`src/rtl/uart_pkg.sv`:
```
// Shared types and timing helpers for the UART receive path.
package uart_pkg;

    typedef enum logic [1:0] {
        IDLE  = 2'd0,
        START = 2'd1,
        DATA  = 2'd2,
        STOP  = 2'd3
    } rx_state_t;

    // Clock cycles per serial bit (integer division, truncating).
    function automatic int calc_bit_cnt(input int clk_freq, input int baud);
        return clk_freq / baud;
    endfunction

endpackage

```
`src/rtl/uart_rx_fifo.sv`:
```
// Receive byte FIFO: wrap-bit pointers, registered read port, async active-low reset.
module uart_rx_fifo #(
    parameter int WIDTH  = 8,
    parameter int SIZE_W = 3
) (
    input  logic             clk,
    input  logic             rst,
    input  logic             wr_en,
    input  logic [WIDTH-1:0] wr_data,
    input  logic             rd_en,
    output logic [WIDTH-1:0] rd_data,
    output logic             empty,
    output logic             full
);

    localparam int DEPTH = 2**SIZE_W;

    logic [WIDTH-1:0] mem [DEPTH];
    logic [SIZE_W:0]  wr_ptr;
    logic [SIZE_W:0]  rd_ptr;
    logic             do_rd;
    logic             do_wr;

    assign empty = (wr_ptr == rd_ptr);
    assign full  = (wr_ptr[SIZE_W] != rd_ptr[SIZE_W]) &&
                   (wr_ptr[SIZE_W-1:0] == rd_ptr[SIZE_W-1:0]);

    // A pop in the same cycle frees the slot, so a write while full is still accepted.
    assign do_rd = rd_en && !empty;
    assign do_wr = wr_en && (!full || do_rd);

    always_ff @(posedge clk) begin
        if (do_wr) begin
            mem[wr_ptr[SIZE_W-1:0]] <= wr_data;
        end
    end

    always_ff @(posedge clk or negedge rst) begin
        if (!rst) begin
            wr_ptr  <= '0;
            rd_ptr  <= '0;
            rd_data <= '0;
        end else begin
            if (do_wr) begin
                wr_ptr <= wr_ptr + (SIZE_W+1)'(1);
            end
            if (do_rd) begin
                rd_ptr  <= rd_ptr + (SIZE_W+1)'(1);
                rd_data <= mem[rd_ptr[SIZE_W-1:0]];
            end
        end
    end

endmodule

```
`src/rtl/uart_rx.sv`:
```
// UART receiver: 8N1 framing, centre sampling, sticky error flags, byte FIFO.
module uart_rx
    import uart_pkg::*;
#(
    parameter int CLK_FREQ  = 200_000_000,
    parameter int UART_BAUD = 115200,
    parameter int SIZE_W    = 3
) (
    input  logic       clk,
    input  logic       rst,
    input  logic       rx,
    input  logic       rd_en,
    output logic [7:0] rd_data,
    output logic       empty,
    output logic       full,
    output logic       frame_err,
    output logic       overrun,
    input  logic       err_clr,
    output rx_state_t  state_dbg
);

    localparam int BIT_CNT = calc_bit_cnt(CLK_FREQ, UART_BAUD);
    localparam int HALF    = BIT_CNT / 2;
    localparam int CNT_W   = $clog2(BIT_CNT) + 1;
    localparam logic [CNT_W-1:0] BIT_LOAD  = CNT_W'(BIT_CNT - 1);
    localparam logic [CNT_W-1:0] HALF_LOAD = CNT_W'(HALF - 1);

    rx_state_t        state;
    rx_state_t        state_nx;
    logic [1:0]       rx_sync;
    logic             rx_s;
    logic [CNT_W-1:0] cnt;
    logic             tick;
    logic [2:0]       bit_idx;
    logic [7:0]       shreg;
    logic             brk_wait;
    logic             push;
    logic             frame_evt;
    logic             overrun_evt;

    always_ff @(posedge clk or negedge rst) begin
        if (!rst) begin
            rx_sync <= 2'b11;
        end else begin
            rx_sync <= {rx_sync[0], rx};
        end
    end

    assign rx_s      = rx_sync[1];
    assign tick      = (cnt == '0);
    assign state_dbg = state;

    always_ff @(posedge clk or negedge rst) begin
        if (!rst) begin
            state <= IDLE;
        end else begin
            state <= state_nx;
        end
    end

    always_comb begin
        state_nx = state;
        case (state)
            IDLE:    if (!rx_s) state_nx = START;
            START:   if (tick) state_nx = rx_s ? IDLE : DATA;
            DATA:    if (tick && bit_idx == 3'd7) state_nx = STOP;
            // After a bad stop bit, stay here until the line returns high (break hold-off).
            STOP: begin
                if (brk_wait) begin
                    if (rx_s) state_nx = IDLE;
                end else if (tick && rx_s) begin
                    state_nx = IDLE;
                end
            end
            default: state_nx = IDLE;
        endcase
    end

    always_comb begin
        push      = 1'b0;
        frame_evt = 1'b0;
        if (state == STOP && tick && !brk_wait) begin
            push      = rx_s;
            frame_evt = !rx_s;
        end
    end

    always_ff @(posedge clk or negedge rst) begin
        if (!rst) begin
            cnt      <= '0;
            bit_idx  <= '0;
            shreg    <= '0;
            brk_wait <= 1'b0;
        end else begin
            case (state)
                IDLE: begin
                    cnt      <= HALF_LOAD;
                    bit_idx  <= '0;
                    brk_wait <= 1'b0;
                end
                START: cnt <= tick ? BIT_LOAD : cnt - CNT_W'(1);
                DATA: begin
                    if (tick) begin
                        shreg   <= {rx_s, shreg[7:1]};
                        bit_idx <= bit_idx + 3'd1;
                        cnt     <= BIT_LOAD;
                    end else begin
                        cnt <= cnt - CNT_W'(1);
                    end
                end
                STOP: begin
                    if (!tick) begin
                        cnt <= cnt - CNT_W'(1);
                    end else if (!brk_wait && !rx_s) begin
                        brk_wait <= 1'b1;
                    end
                end
                default: cnt <= '0;
            endcase
        end
    end

    // Read handshake: rd_en is a pop request accepted only while empty is low;
    // the accepted byte appears on rd_data after the next rising edge.
    assign overrun_evt = push && full && !(rd_en && !empty);

    // Error events win over a coincident clear.
    always_ff @(posedge clk or negedge rst) begin
        if (!rst) begin
            frame_err <= 1'b0;
            overrun   <= 1'b0;
        end else begin
            if (frame_evt) begin
                frame_err <= 1'b1;
            end else if (err_clr) begin
                frame_err <= 1'b0;
            end
            if (overrun_evt) begin
                overrun <= 1'b1;
            end else if (err_clr) begin
                overrun <= 1'b0;
            end
        end
    end

    uart_rx_fifo #(
        .WIDTH  (8),
        .SIZE_W (SIZE_W)
    ) u_fifo (
        .clk     (clk),
        .rst     (rst),
        .wr_en   (push),
        .wr_data (shreg),
        .rd_en   (rd_en),
        .rd_data (rd_data),
        .empty   (empty),
        .full    (full)
    );

endmodule

```
`config.mk`:
```
export PLATFORM = sky130hd
export DESIGN_NAME = uart_rx
export DESIGN_NICKNAME = d
export VERILOG_FILES = /design/src/rtl/uart_pkg.sv /design/src/rtl/uart_rx_fifo.sv /design/src/rtl/uart_rx.sv
export SDC_FILE = /design/constraint.sdc
export NUM_CORES = 1
export LEC_CHECK = 0
export BUFFER_PORTS_ARGS = -buffer_cell sky130_fd_sc_hd__buf_4
export CORE_MARGIN = 2
export CORE_UTILIZATION = 64
export CTS_BUF_LIST = sky130_fd_sc_hd__clkbuf_8
export CTS_CLUSTER_SIZE = 25
export DETAILED_ROUTE_END_ITERATION = 16
export GPL_TIMING_DRIVEN = 0
export MAX_ROUTING_LAYER = met4
export PLACE_DENSITY_LB_ADDON = 0.1
export SYNTH_ARGS = -nofsm -noshare
export SYNTH_HDL_FRONTEND = slang
export SYNTH_SLANG_ARGS = --single-unit
```
`constraint.sdc`:
```
create_clock -name clk -period 4.2 [get_ports clk]
set_input_delay 0.84 -clock clk [delete_from_list [all_inputs] [get_ports clk]]
set_output_delay 0.84 -clock clk [all_outputs]
set_load 0.05 [all_outputs]
```
==> metrics.cfg <==
[grt]
grt_pass1_wl_um=13600
antenna_found_initial=0
met3_usage=0.0486
grt_util_all_layers=0.225
grt_busiest_layer=met2
via_count_of_the_first_global_routing_pass=2745
grt.met2_usage=0.379
grt_start_max_net_pins=47
grt_remaining_overflow=0
global_route_track_usage_on_met1=0.275

[die]
placeableCoreArea_sq_um=7180
die_width_um=89.9
rows=31
dieHeight_um=89.9
pin_count=19
start_util=0.657
die_area_sq_um=8070

[synthesis]
async_flop_share=0.418
mappedNetlistNets=329
yosys_register_bits=110
synth_area_sq_um=4720
predominant_post_synthesis_flop_cell=edfxtp_1
post_synth.cell_area_avg_sq_um=15.0
synth_warnings=0
synth-edff-count=64
syn_inst=314
synth_cell_types=52
synth-seq-area-share=0.652

[place]
port_buffers=18
routabilityCongestion=0.881
preCtsSetupSlack_ns=0.816
hpwl_um=5750

[clocking]
holdBufCountCts=0
cts.root.buffer_cell=clkbuf_8
cts_tree=yes
cts_resized=0
ctsHtreeMaxLevel=3
cts.repair_timing.setup_buffer_count=0
worstSkewPairLatency_ns=0.37
cts_made_buffers=9
cts.sink_count=110
clkSlewWorstSetupHoldPaths_ns=0.10
clk_path_buf_depth=2

[routing]
detail_route.wl_per_cell_um=18.2
wirelength_routed_um=8150
drc=0
firstDrtPassIters=6
final_antenna_net_count=0
routed_via_density=5.89
initialDrtViolationCount=139
num_vias=2632

[timing]
postLayoutSetupSlackWorst_ns=0.818
period_needed_ns=3.38
setup_violations=0
worst_slew_margin_rel=0.130
rsz0062_at_grt=false
final_min_period_over_clock_period=0.805
max_slew.worst_pin.slew_ns=1.30
fmax_ghz=0.296
fin_setup_tns_ns=0
final_max_slew_viol_count=0
finalClockSkew_ns=0.0149
hold_viol_final=0

[critical_path]
setup.worst_path.class=reg -> reg
data_arrival_time_of_the_critical_path_ns=3.36
sequence_of_cells_on_the_critical_path=inv_1 > ha_1 > or4b_1 > nor4_4 > o211ai_1 > nor3_1
crit_path_max_incr_delay_ns=1.02
worstPathRequired_ns=4.18
timing.critical_path.fanout_max=8
start_kind=flop
worst_setup_path_end_kind=flop
cp_slowest_cell=nor3_1

[pwr]
power_density_nw_per_um2=401
peakVddDrop_mv=0.219
static_leakage_nw=2.15

[final_layout]
final_nets=358
area_growth_pct=9.36
num_antenna_cells=0
share_of_final_layout_standard_cells_stronger_than_drive_strength_1=0.198
finalCoreUtilization=0.719

[outcome]
status=finished, final reports clean

[min_path]
timing.hold.worst.class=reg -> reg

[flow_run]
maxCapViolations=0

-- synth_stat cells (2+ instances only) --
cell,count,area [sq um]
o2111ai_1,2,17.5
o31ai_1,2,15.0
xnor2_1,11,96.3
edfxtp_1,64,1920
nand3_1,7,35.0
nor4_1,2,12.5
o21ai_0,17,85.1
or4_1,2,15.0
nand2b_1,3,18.8
buf_2,2,10.0
dfstp_2,2,52.6
clkbuf_1,9,33.8
nor3b_1,2,15.0
nand2_1,15,56.3
mux2i_1,11,110
mux4_2,16,360
o22a_1,2,17.5
ha_1,10,125
xor2_1,6,52.6
dfrtp_1,44,1100
nor3_1,9,45.0
mux2_2,8,90.1
inv_1,16,60.1
nand4_1,3,18.8
nor2_1,15,56.3
and3_1,2,12.5
o211ai_1,2,15.0
a21oi_1,6,30.0
-- stage by stage --
stage | hold WS [ns] | area (sq um) | total power [mW] | cells
detailed placement | 0.349 | 4980 | 1.53 | 431
global route | 0.371 | 5160 | 2.16 | 447
global placement | 0.347 | 4980 | 1.53 | 431
floorplan | 0.345 | 4720 | 1.45 | 314
CTS | 0.364 | 5160 | 2.09 | 447
finish | 0.363 | 5160 | 2.07 | 447
-- cell type report --
class,instances,area (sq um)
sequential,110,3080
fill,488,2020
multi-input combinational,175,1530
clock buffer,10,138
timing repair buffer,18,135
tap,99,124
inverter,16,60.1
buffer,13,58.8
clock inverter,6,38.8
-- sequential cells by signal (all words and copies together) (netlist names), named ones only --
signal and count:
overrun 1, frame_err 1, cnt 12, shreg 8
u_fifo.rd_data 8, rx_sync 2, u_fifo.wr_ptr 4, brk_wait 1
u_fifo.mem 64, state_dbg 1, bit_idx 3, u_fifo.rd_ptr 4
-- where the power goes --
| part | internal [mW] | switching [mW] |
|---|---|---|
| logic | 0.134 | 0.199 |
| clock network | 0.228 | 0.334 |
| registers | 1.16 | 0.0177 |
-- metal layers --
layer  up-vias  share of wire
met4         0          0.018
met1      1329           0.43
li1       1240              -
met2        48           0.52
met5         -              0
met3        15          0.029
-- final timing paths --
path	from	depth (start not counted)	slack, ns	end
max in group asynchronous	rst	1	3.30	shreg[0]
max	cnt[0]	6	0.82	u_fifo.mem[4][3]
min reg2reg	rx_sync[0]	0	0.36	rx_sync[1]
min	rx_sync[0]	0	0.36	rx_sync[1]
min in group asynchronous	rst	1	0.47	u_fifo.rd_ptr[2]
max reg2reg	cnt[0]	6	0.82	u_fifo.mem[4][3]
-- layout by cell type (no fill, tap or decap), drive strengths merged, types with 2 or more instances in the layout --
| master | instances |
|---|---|
| edfxtp | 64 |
| dfrtp | 44 |
| buf | 22 |
| clkbuf | 19 |
| o21ai | 18 |
| inv | 17 |
| mux4 | 16 |
| nor2 | 15 |
| nand2 | 15 |
| xnor2 | 11 |
| mux2i | 11 |
| ha | 10 |
| nor3 | 10 |
| mux2 | 9 |
| nand3 | 7 |
| xor2 | 6 |
| a21oi | 6 |
| clkinvlp | 4 |
| nand4 | 3 |
| nand2b | 3 |
| nor4 | 3 |
| or4 | 2 |
| o2111ai | 2 |
| o211ai | 2 |
| nor3b | 2 |
| and3 | 2 |
| o31ai | 2 |
| o22a | 2 |
| dfstp | 2 |
| nor4b | 2 |
| o41ai | 2 |
-- critical path, delay by kind of cell (launching register included) --
kind | cells | cell delay, ns
AOI/OAI and AO/OA | 1 | 0.21
adders and majority gates | 1 | 0.17
buffers and inverters | 1 | 0.11
DFF | 1 | 0.44
and+or+nand+nor | 3 | 2.06
-- kinds of logic after synthesis --
family / Yosys count / share of synthesized area
flip-flops: 110 / 0.652
AND/OR/NAND/NOR: 68 / 0.0785
AO/OA/AOI/OAI: 44 / 0.0642
multiplexers: 36 / 0.122
buffers and inverters: 29 / 0.0252
XOR/XNOR: 17 / 0.0316
adder cells (fa/ha/maj): 10 / 0.0265
No activity file was read; power rests on OpenSTA's default activity.
